--- src/rtl/stn_panel_rx.sv ---
// Receive-side monitor for a 4-bit monochrome STN panel interface. It recovers nibbles
// with x/y coordinates, checks line and frame geometry, and signs each frame.
module stn_panel_rx #(
  parameter int H_PIX   = 320,
  parameter int V_LINES = 240
) (
  input  logic       clk,
  input  logic       rst_x,
  input  logic       enable,
  input  logic       err_clr,
  input  logic       P_FPFRAME,
  input  logic       P_FPLINE,
  input  logic       P_FPSHIFT,
  input  logic [3:0] P_FPDAT,
  output logic       pix_vld,
  output logic [8:0] pix_x,
  output logic [7:0] pix_y,
  output logic [3:0] pix_dat,
  output logic       frame_done,
  output logic [15:0] frame_sum,
  output logic [8:0] frame_lines,
  output logic       err_hlen,
  output logic       err_vlen
);

  localparam logic [6:0] SHIFTS_PER_LINE = 7'(H_PIX / 4);
  localparam logic [8:0] LINES_PER_FRAME = 9'(V_LINES);
  localparam logic [6:0] SCNT_MAX        = 7'd127;
  localparam logic [8:0] LCNT_MAX        = 9'd511;

  typedef enum logic [0:0] {
    IDLE   = 1'b0,
    ACTIVE = 1'b1
  } state_t;

  // Pin bundle {frame, line, shift, dat[3:0]}; all bits share the same pipeline so DAT stays aligned.
  logic [6:0] sync1_r, sync2_r, sync3_r;

  state_t     state_r, state_s;
  logic [6:0] scnt_r, scnt_s, scnt_a_s;
  logic [8:0] lcnt_r, lcnt_s, lcnt_b_s;
  logic [15:0] sum_r, sum_s, sum_a_s;

  logic       pix_vld_s;
  logic [8:0] pix_x_s;
  logic [7:0] pix_y_s;
  logic [3:0] pix_dat_s;
  logic       frame_done_s;
  logic [15:0] frame_sum_s;
  logic [8:0] frame_lines_s;
  logic       hlen_set_s, vlen_set_s;
  logic       close_line_s;

  logic       fr_rise_s, ln_rise_s, sh_fall_s;
  logic [3:0] dat_s;

  assign fr_rise_s = sync2_r[6] & ~sync3_r[6];
  assign ln_rise_s = sync2_r[5] & ~sync3_r[5];
  assign sh_fall_s = ~sync2_r[4] & sync3_r[4];
  assign dat_s     = sync3_r[3:0];

  // Pin synchronizer and edge-delay stages.
  always_ff @(posedge clk or negedge rst_x) begin
    if (!rst_x) begin
      sync1_r <= 7'd0;
      sync2_r <= 7'd0;
      sync3_r <= 7'd0;
    end else begin
      sync1_r <= {P_FPFRAME, P_FPLINE, P_FPSHIFT, P_FPDAT};
      sync2_r <= sync1_r;
      sync3_r <= sync2_r;
    end
  end

  // Next state, counters and outputs; shift, line and frame events are applied in that order.
  always_comb begin
    state_s       = state_r;
    scnt_s        = scnt_r;
    lcnt_s        = lcnt_r;
    sum_s         = sum_r;
    scnt_a_s      = scnt_r;
    sum_a_s       = sum_r;
    lcnt_b_s      = lcnt_r;
    close_line_s  = 1'b0;
    pix_vld_s     = 1'b0;
    pix_x_s       = pix_x;
    pix_y_s       = pix_y;
    pix_dat_s     = pix_dat;
    frame_done_s  = 1'b0;
    frame_sum_s   = frame_sum;
    frame_lines_s = frame_lines;
    hlen_set_s    = 1'b0;
    vlen_set_s    = 1'b0;

    if (!enable) begin
      state_s = IDLE;
      scnt_s  = 7'd0;
      lcnt_s  = 9'd0;
      sum_s   = 16'd0;
    end else begin
      case (state_r)
        IDLE: begin
          if (fr_rise_s) begin
            state_s = ACTIVE;
            scnt_s  = 7'd0;
            lcnt_s  = 9'd0;
            sum_s   = 16'd0;
          end else begin
            state_s = IDLE;
          end
        end
        ACTIVE: begin
          if (sh_fall_s) begin
            if ((scnt_r < SHIFTS_PER_LINE) && (lcnt_r < LINES_PER_FRAME)) begin
              pix_vld_s = 1'b1;
              pix_x_s   = {scnt_r, 2'b00};
              pix_y_s   = lcnt_r[7:0];
              pix_dat_s = dat_s;
              sum_a_s   = {sum_r[14:0], sum_r[15]} ^ {12'h000, dat_s};
            end else begin
              sum_a_s   = sum_r;
            end
            scnt_a_s = (scnt_r == SCNT_MAX) ? scnt_r : scnt_r + 7'd1;
          end else begin
            scnt_a_s = scnt_r;
          end

          // A frame pulse also closes a line that still has shifts pending.
          close_line_s = (ln_rise_s || fr_rise_s) && (scnt_a_s != 7'd0);
          if (close_line_s) begin
            hlen_set_s = (scnt_a_s != SHIFTS_PER_LINE);
            lcnt_b_s   = (lcnt_r == LCNT_MAX) ? lcnt_r : lcnt_r + 9'd1;
            scnt_s     = 7'd0;
          end else begin
            lcnt_b_s   = lcnt_r;
            scnt_s     = scnt_a_s;
          end
          lcnt_s = lcnt_b_s;
          sum_s  = sum_a_s;

          if (fr_rise_s) begin
            frame_done_s  = 1'b1;
            frame_sum_s   = sum_a_s;
            frame_lines_s = lcnt_b_s;
            vlen_set_s    = (lcnt_b_s != LINES_PER_FRAME);
            scnt_s        = 7'd0;
            lcnt_s        = 9'd0;
            sum_s         = 16'd0;
          end else begin
            frame_done_s  = 1'b0;
          end
        end
        default: begin
          state_s = IDLE;
          scnt_s  = 7'd0;
          lcnt_s  = 9'd0;
          sum_s   = 16'd0;
        end
      endcase
    end
  end

  // State, counter and registered-output update; a flag set in the same cycle as err_clr wins.
  always_ff @(posedge clk or negedge rst_x) begin
    if (!rst_x) begin
      state_r     <= IDLE;
      scnt_r      <= 7'd0;
      lcnt_r      <= 9'd0;
      sum_r       <= 16'd0;
      pix_vld     <= 1'b0;
      pix_x       <= 9'd0;
      pix_y       <= 8'd0;
      pix_dat     <= 4'd0;
      frame_done  <= 1'b0;
      frame_sum   <= 16'd0;
      frame_lines <= 9'd0;
      err_hlen    <= 1'b0;
      err_vlen    <= 1'b0;
    end else begin
      state_r     <= state_s;
      scnt_r      <= scnt_s;
      lcnt_r      <= lcnt_s;
      sum_r       <= sum_s;
      pix_vld     <= pix_vld_s;
      pix_x       <= pix_x_s;
      pix_y       <= pix_y_s;
      pix_dat     <= pix_dat_s;
      frame_done  <= frame_done_s;
      frame_sum   <= frame_sum_s;
      frame_lines <= frame_lines_s;
      err_hlen    <= (err_hlen & ~err_clr) | hlen_set_s;
      err_vlen    <= (err_vlen & ~err_clr) | vlen_set_s;
    end
  end

endmodule

--- config.mk ---
export PLATFORM = sky130hd
export DESIGN_NAME = stn_panel_rx
export DESIGN_NICKNAME = d
export VERILOG_FILES = /design/src/rtl/stn_panel_rx.sv
export SDC_FILE = /design/constraint.sdc
export NUM_CORES = 1
export LEC_CHECK = 0
export CAP_MARGIN = 20
export CELL_PAD_IN_SITES_DETAIL_PLACEMENT = 1
export CELL_PAD_IN_SITES_GLOBAL_PLACEMENT = 2
export CORE_MARGIN = 10
export CORE_UTILIZATION = 36
export CTS_CLUSTER_SIZE = 10
export DETAILED_ROUTE_END_ITERATION = 10
export GPL_TIMING_DRIVEN = 0
export PLACE_DENSITY_LB_ADDON = 0.1
export SYNTH_ARGS = -nofsm -noshare
export SYNTH_HDL_FRONTEND = slang
export SYNTH_SLANG_ARGS = --single-unit
export TNS_END_PERCENT = 10
--- constraint.sdc ---
create_clock -name clk -period 3.08 [get_ports clk]
set_clock_uncertainty 0.05 [all_clocks]
set_input_delay 0.616 -clock clk [delete_from_list [all_inputs] [get_ports clk]]
set_output_delay 0.616 -clock clk [all_outputs]
set_load 0.005 [all_outputs]
[Word level (Yosys, flattened, before mapping)]
Index checks and enable logic that the tools add are counted.
Operators by class
  $add $sub $neg: 2
  magnitude comparators: 2
  equality and inequality tests: 5
  muxes and demuxes: 38
  bitwise operators: 13
  reductions and logical operators: 6
Operators with widths (count)
  two-way mux 16 bit: 5
  two-way mux 9 bit: 7
  two-way mux 7 bit: 8
  one-hot mux 16 bit (2 select lines): 1
  one-hot mux 9 bit (2 select lines): 1
  XOR 16 x 4 -> 16 bit: 1
  two-way mux 1 bit: 15
  one-hot mux 7 bit (2 select lines): 1
  adder 9 x 1 -> 9 bit (second input constant): 1
  equality test 9 bit (second input constant): 1
  less-than comparator 9 x 8 -> 1 bit (second input constant): 1
  inequality test 9 x 8 -> 1 bit (second input constant): 1
  adder 7 x 1 -> 7 bit (second input constant): 1
  equality test 7 bit (second input constant): 1
  less-than comparator 7 bit (second input constant): 1
  inequality test 7 bit (second input constant): 1
  nonzero test 7 bit: 1
  bitwise AND 1 bit: 5
  inverter 1 bit: 5
  AND reduction 4 bit: 1
  inequality test 3 bit (second input constant): 1
  AND reduction 3 bit: 1
  logical AND 1 bit: 2
  OR 1 bit: 2
  logical OR 1 bit: 1
Storage, ports and cells
  register bits after elaboration: 102
  input bits: 11
  output and inout port bits: 50
  word-level logic and storage cells: 82

[Depth between registers and ports, before layout]
  word-level depth: 15
  depth in mapped cells: 10

[Worst setup path before layout]
Ideal clock, no wire load.
  path type: reg2reg
  from: reg scnt_r[0]
  to: reg err_vlen
  library setup time: 142 ps
  arrival time: 2347 ps
  data required time: 2888 ps
  path slack: 542 ps
  stages on the path, launching flop included: 9
  period minus slack after synthesis: 2538 ps
  cell sequence: dfrtp_1 -> ha_1 -> or3b_2 -> mux2i_1 -> mux2_4 -> a21oi_2 -> or4b_4 -> a221oi_2 -> o211ai_1
Between the ends
  word-level cells in the longest chain between the ends: 15
  elaborated cells between the ends (all ways): 16
Ends and longest elaborated chain
  start: declaration: line 40  | logic [6:0] scnt_r, scnt_s, scnt_a_s;
  start signal: assignment: line 181  | scnt_r <= scnt_s;
  adder 7 x 1 -> 7 bit / equality test 7 bit (equally long branches): line 123  | scnt_a_s = (scnt_r == SCNT_MAX) ? scnt_r : scnt_r + 7'd1;
  two-way mux 7 bit: line 123
  two-way mux 7 bit *: line 113  | if (sh_fall_s) begin
  two-way mux 7 bit *: line 101  | case (state_r)
  two-way mux 7 bit *: line 95  | if (!enable) begin
  nonzero test 7 bit *: line 129  | close_line_s = (ln_rise_s || fr_rise_s) && (scnt_a_s != 7'd0);
  logical AND 1 bit *: line 129
  two-way mux 9 bit *: line 130  | if (close_line_s) begin
  two-way mux 9 bit *: line 101
  two-way mux 9 bit *: line 95
  inequality test 9 x 8 -> 1 bit *: line 145  | vlen_set_s = (lcnt_b_s != LINES_PER_FRAME);
  two-way mux 1 bit *: line 141  | if (fr_rise_s) begin
  two-way mux 1 bit *: line 101
  two-way mux 1 bit *: line 95
  OR 1 bit *: line 192  | err_vlen <= (err_vlen & ~err_clr) | vlen_set_s;
  end signal: assignment: line 192
  end: declaration: line 23  | output logic err_vlen
Mark *: on every way between the ends. The rest lies on a longest branch, timed or not. The select of a mux whose other input is x is not followed.
A chain may end at the register's enable or synchronous reset.

[Worst setup path in the final report]
  from: reg scnt_r[0]
  to: reg lcnt_r[2]
Between the ends
  word-level cells in the longest chain between the ends: 13
  elaborated cells between the ends (all ways): 14
Ends and longest elaborated chain
  adder 7 x 1 -> 7 bit / equality test 7 bit (equally long branches): line 123
  two-way mux 7 bit: line 123
  two-way mux 7 bit *: line 113
  two-way mux 7 bit *: line 101
  two-way mux 7 bit *: line 95
  nonzero test 7 bit *: line 129
  logical AND 1 bit *: line 129
  two-way mux 9 bit *: line 130
  two-way mux 9 bit *: line 101
  two-way mux 9 bit *: line 95
  two-way mux 9 bit *: line 141
  one-hot mux 9 bit (2 select lines) *: line 101
  two-way mux 9 bit *: line 95
  end signal: assignment: line 182  | lcnt_r <= lcnt_s;
  end: declaration: line 41  | logic [8:0] lcnt_r, lcnt_s, lcnt_b_s;
Marked as above.

==> impl_metrics.csv <==
group,metric,value,unit
critical_path,start_kind,"flip-flop",
pwr,power_density,503,nW/um2
global_route,grt_start_max_net_pins,72,
clock_network,clkTransAtPathRegs,70,ps
yosys,synth-seq-cells,102,
route,antenna_left,0,
timing,max_clock_freq,352,MHz
final_layout,syn2layout_area_growth,25.9,%
placement,dp_hpwl,7750,um
route,dr_total_vias,3206,
global_route,grt_pass1_wl,18300,um
route,wl_met3,432,um
yosys,synth.largest_area_cell,"dfrtp_1",
placement,dp_cells,616,
route,firstDrtPassIters,4,
critical_path,slowest_stage,"dfrtp_1",
pwr,leakagePower,2.49,nW
clock_network,root_buffer,"clkbuf_16",
route,drc,0,
critical_path,crit_family,"simple AND/OR/NAND/NOR gates",
placement,place.gp.congestion,0.788,
yosys,synth-seq-area-share,0.575,
floorplanning,die_area,17200,um2
route,dr_wl_met2,4980,um
critical_path,critPathMaxStageDelay,460,ps
timing,finalHoldViolCount,0,
route,drt-initial-drc-count,174,
floorplanning,dieHeight,131,um
final_layout,drive_above_1_share,0.116,
critical_path,worstPathCellList,"ha_1, and3b_1, and4b_1, o32a_1, a21oi_2, clkbuf_4, buf_4, nand4_1, xor2_1, nor2_1",
yosys,synth_top_family_by_area,"compound AO/OA/AOI/OAI gates",
critical_path,end_kind,"flip-flop",
yosys,synth-warning-count,0,
yosys,async_reset_ff_frac,1.00,
final_layout,nets,472,
run,drv_cap,0,
yosys,syn_inst,388,
global_route,grt_pass1_vias,3492,
pwr,vdd_drop_max,0.264,mV
floorplanning,coreArea,12100,um2
floorplanning,fp-row-count,40,
yosys,avgSynthCellArea,11.4,um2
timing,relSlewSlack,0.536,
yosys,yosysUniqueCellTypes,53,
hold_path,hold_class,"input pin to asynchronous set/reset pin",
clock_network,ctsHoldBuffers,0,
route,wl,10800,um
timing,tightest_slew,695,ps
yosys,synth_edf_count,0,
critical_path,cp.depth,10,
yosys,synth_compound_area_frac,0.130,
clock_network,htree_num_levels,3,
timing,timing.final.crit_share,0.922,
placement,port_buffers,58,
clock_network,cts_buffer_depth,2,
final_layout,num_antenna_cells,0,
timing,finalSetupViolCount,0,
global_route,grt_antenna_before_repair,0,
final_layout,num-fill-cells,1280,
route,routed_via_density,5.07,
clock_network,cts_tree,"done",
yosys,synthXorXnorAreaFrac,0.0276,
critical_path,cp_data_required_time,3240,ps
route,wl_per_cell,17.1,um
yosys,synthSimpleGateAreaFrac,0.126,
final_layout,post-route-util,0.463,
global_route,grt.total_usage,0.136,
route,met1_length,5170,um
critical_path,reg2regPathDepth,10,
critical_path,cp_max_fo,10,
critical_path,crit_buf_inv,2,
yosys,netlist_area,4440,um2
timing,finalCriticalPeriod,2840,ps
final_layout,layoutNonFillerInstCount,632,
floorplanning,io_pins,61,
floorplanning,die_w,131,um
timing,slew_viol_final,0,
critical_path,worstPathArrival,3000,ps
clock_network,worstSkewPairLatency,350,ps
run_status,status,"completed",
yosys,synth.top_cells.by_area,"dfrtp_1 (58%), mux2i_1 (5.4%), o21ai_0 (4.4%)",
yosys,synth_top_area_share,0.575,
critical_path,path_class,"flip-flop to flip-flop",
global_route,grt_overflow_total,0,
yosys,ys.flop_type,"dfrtp_1",
route,top_layer,"met4",
yosys,synthMuxAreaShare,0.0982,
timing,rsz0062_at_grt,"no",
clock_network,cts.sinks,102,
clock_network,numCtsBuffers,9,
floorplanning,initial_core_util,0.368,
yosys,synth_fa_ha_area_frac,0.00564,
registers in the layout, summed over array words and instances, names as in the netlist, 4 cells and up:
signal,cells
sum_r,16
pix_y,8
sync1_r,7
pix_dat,4
pix_x,7
frame_sum,16
lcnt_r,9
sync3_r,7
frame_lines,9
scnt_r,7
sync2_r,7
per-stage QoR:
stage | setup WS, ps | TNS [ps] | instance area [um2] | hold slack [ps] | power (mW)
after floorplan | 542 | 0 | 4440 | 270 | 1.50
after global placement | -2600 | -263790 | 5230 | 282 | 1.62
after detailed placement | 228 | 0 | 5260 | 286 | 1.63
after CTS | 205 | 0 | 5570 | 169 | 2.85
after global routing | 18.4 | 0 | 5580 | 188 | 2.93
final | 240 | 0 | 5580 | 164 | 2.81
power breakdown:
part	leakage [nW]	total (mW)	internal [mW]	switching, mW
combinational	0.968	0.198	0.0961	0.102
clock	0.158	1.21	0.683	0.523
sequential	1.36	1.40	1.38	0.0217
Yosys cell counts (2+ instances only):
cell type / number
a21oi_1: 4
nor2_1: 17
mux2i_1: 24
nand2_1: 44
nor2b_1: 4
a311oi_1: 2
ha_1: 2
clkbuf_1: 15
and3_1: 4
o211ai_1: 2
nand4_1: 9
nand3b_1: 2
nand2b_1: 3
inv_1: 8
buf_2: 5
o31a_1: 2
nor4b_1: 2
a21o_1: 2
mux2_2: 16
xor2_1: 10
a22o_1: 16
nand3_1: 12
o21ai_0: 39
and2_1: 3
buf_6: 2
xnor2_1: 4
nor3_1: 4
or3_1: 2
dfrtp_1: 102
buf_4: 4
path summary, 6_finish.rpt:
path,end,start,slack [ps]
min in group clk,sync3_r[0],sync2_r[0],300
hold / removal,frame_lines[2],rst_x,160
setup reg to reg,lcnt_r[2],scnt_r[0],240
max in group asynchronous,scnt_r[5],rst_x,2120
setup / recovery,lcnt_r[2],scnt_r[0],240
hold reg to reg,sync3_r[0],sync2_r[0],300
final cells by class:
type / instances / area [um2] / area share
Clock buffer: 11 / 253 / 0.0453
Sequential cell: 102 / 2550 / 0.457
Multi-Input combinational cell: 253 / 1730 / 0.310
Timing Repair Buffer: 59 / 606 / 0.108
Buffer: 26 / 136 / 0.0244
Inverter: 8 / 30.0 / 0.00538
Tap cell: 168 / 210 / 0.0377
Clock inverter: 5 / 63.8 / 0.0114
routing by layer:
metal / track usage / up-vias
met3: 0.0294 / 11
met2: 0.216 / 50
met4: 0.0628 / 0
li1: - / 1515
met1: 0.174 / 1630
met5: 0 / -
timing repair:
| action | 4_1_cts | 5_1_grt |
|---|---|---|
| gates resized for setup | 0 | 3 |
| setup buffers | 0 | 0 |
| endpoints found under the setup margin | 0 | 5 |
| endpoints found under the hold margin | 0 | 0 |
cells by family after synthesis:
logic type               count (synthesis)
XOR/XNOR                                14
other                                    1
adder cells (fa/ha/maj)                  2
AND/OR/NAND/NOR                        112
buffers and inverters                   34
flip-flops                             102
multiplexers                            41
AO/OA/AOI/OAI                           82
placed cells by master (no fill, tap or decap), types with 5 or more instances in the layout:
cell	n
a22o_1	16
clkbuf_16	9
nand2_1	44
clkbuf_1	15
mux2i_1	24
o21ai_0	39
nand3_1	12
nand4_1	9
clkdlybuf4s50_1	57
buf_4	5
dfrtp_1	102
inv_1	8
nor2_1	16
mux2_2	16
xor2_1	10
Power figures use the tool's default switching activity.
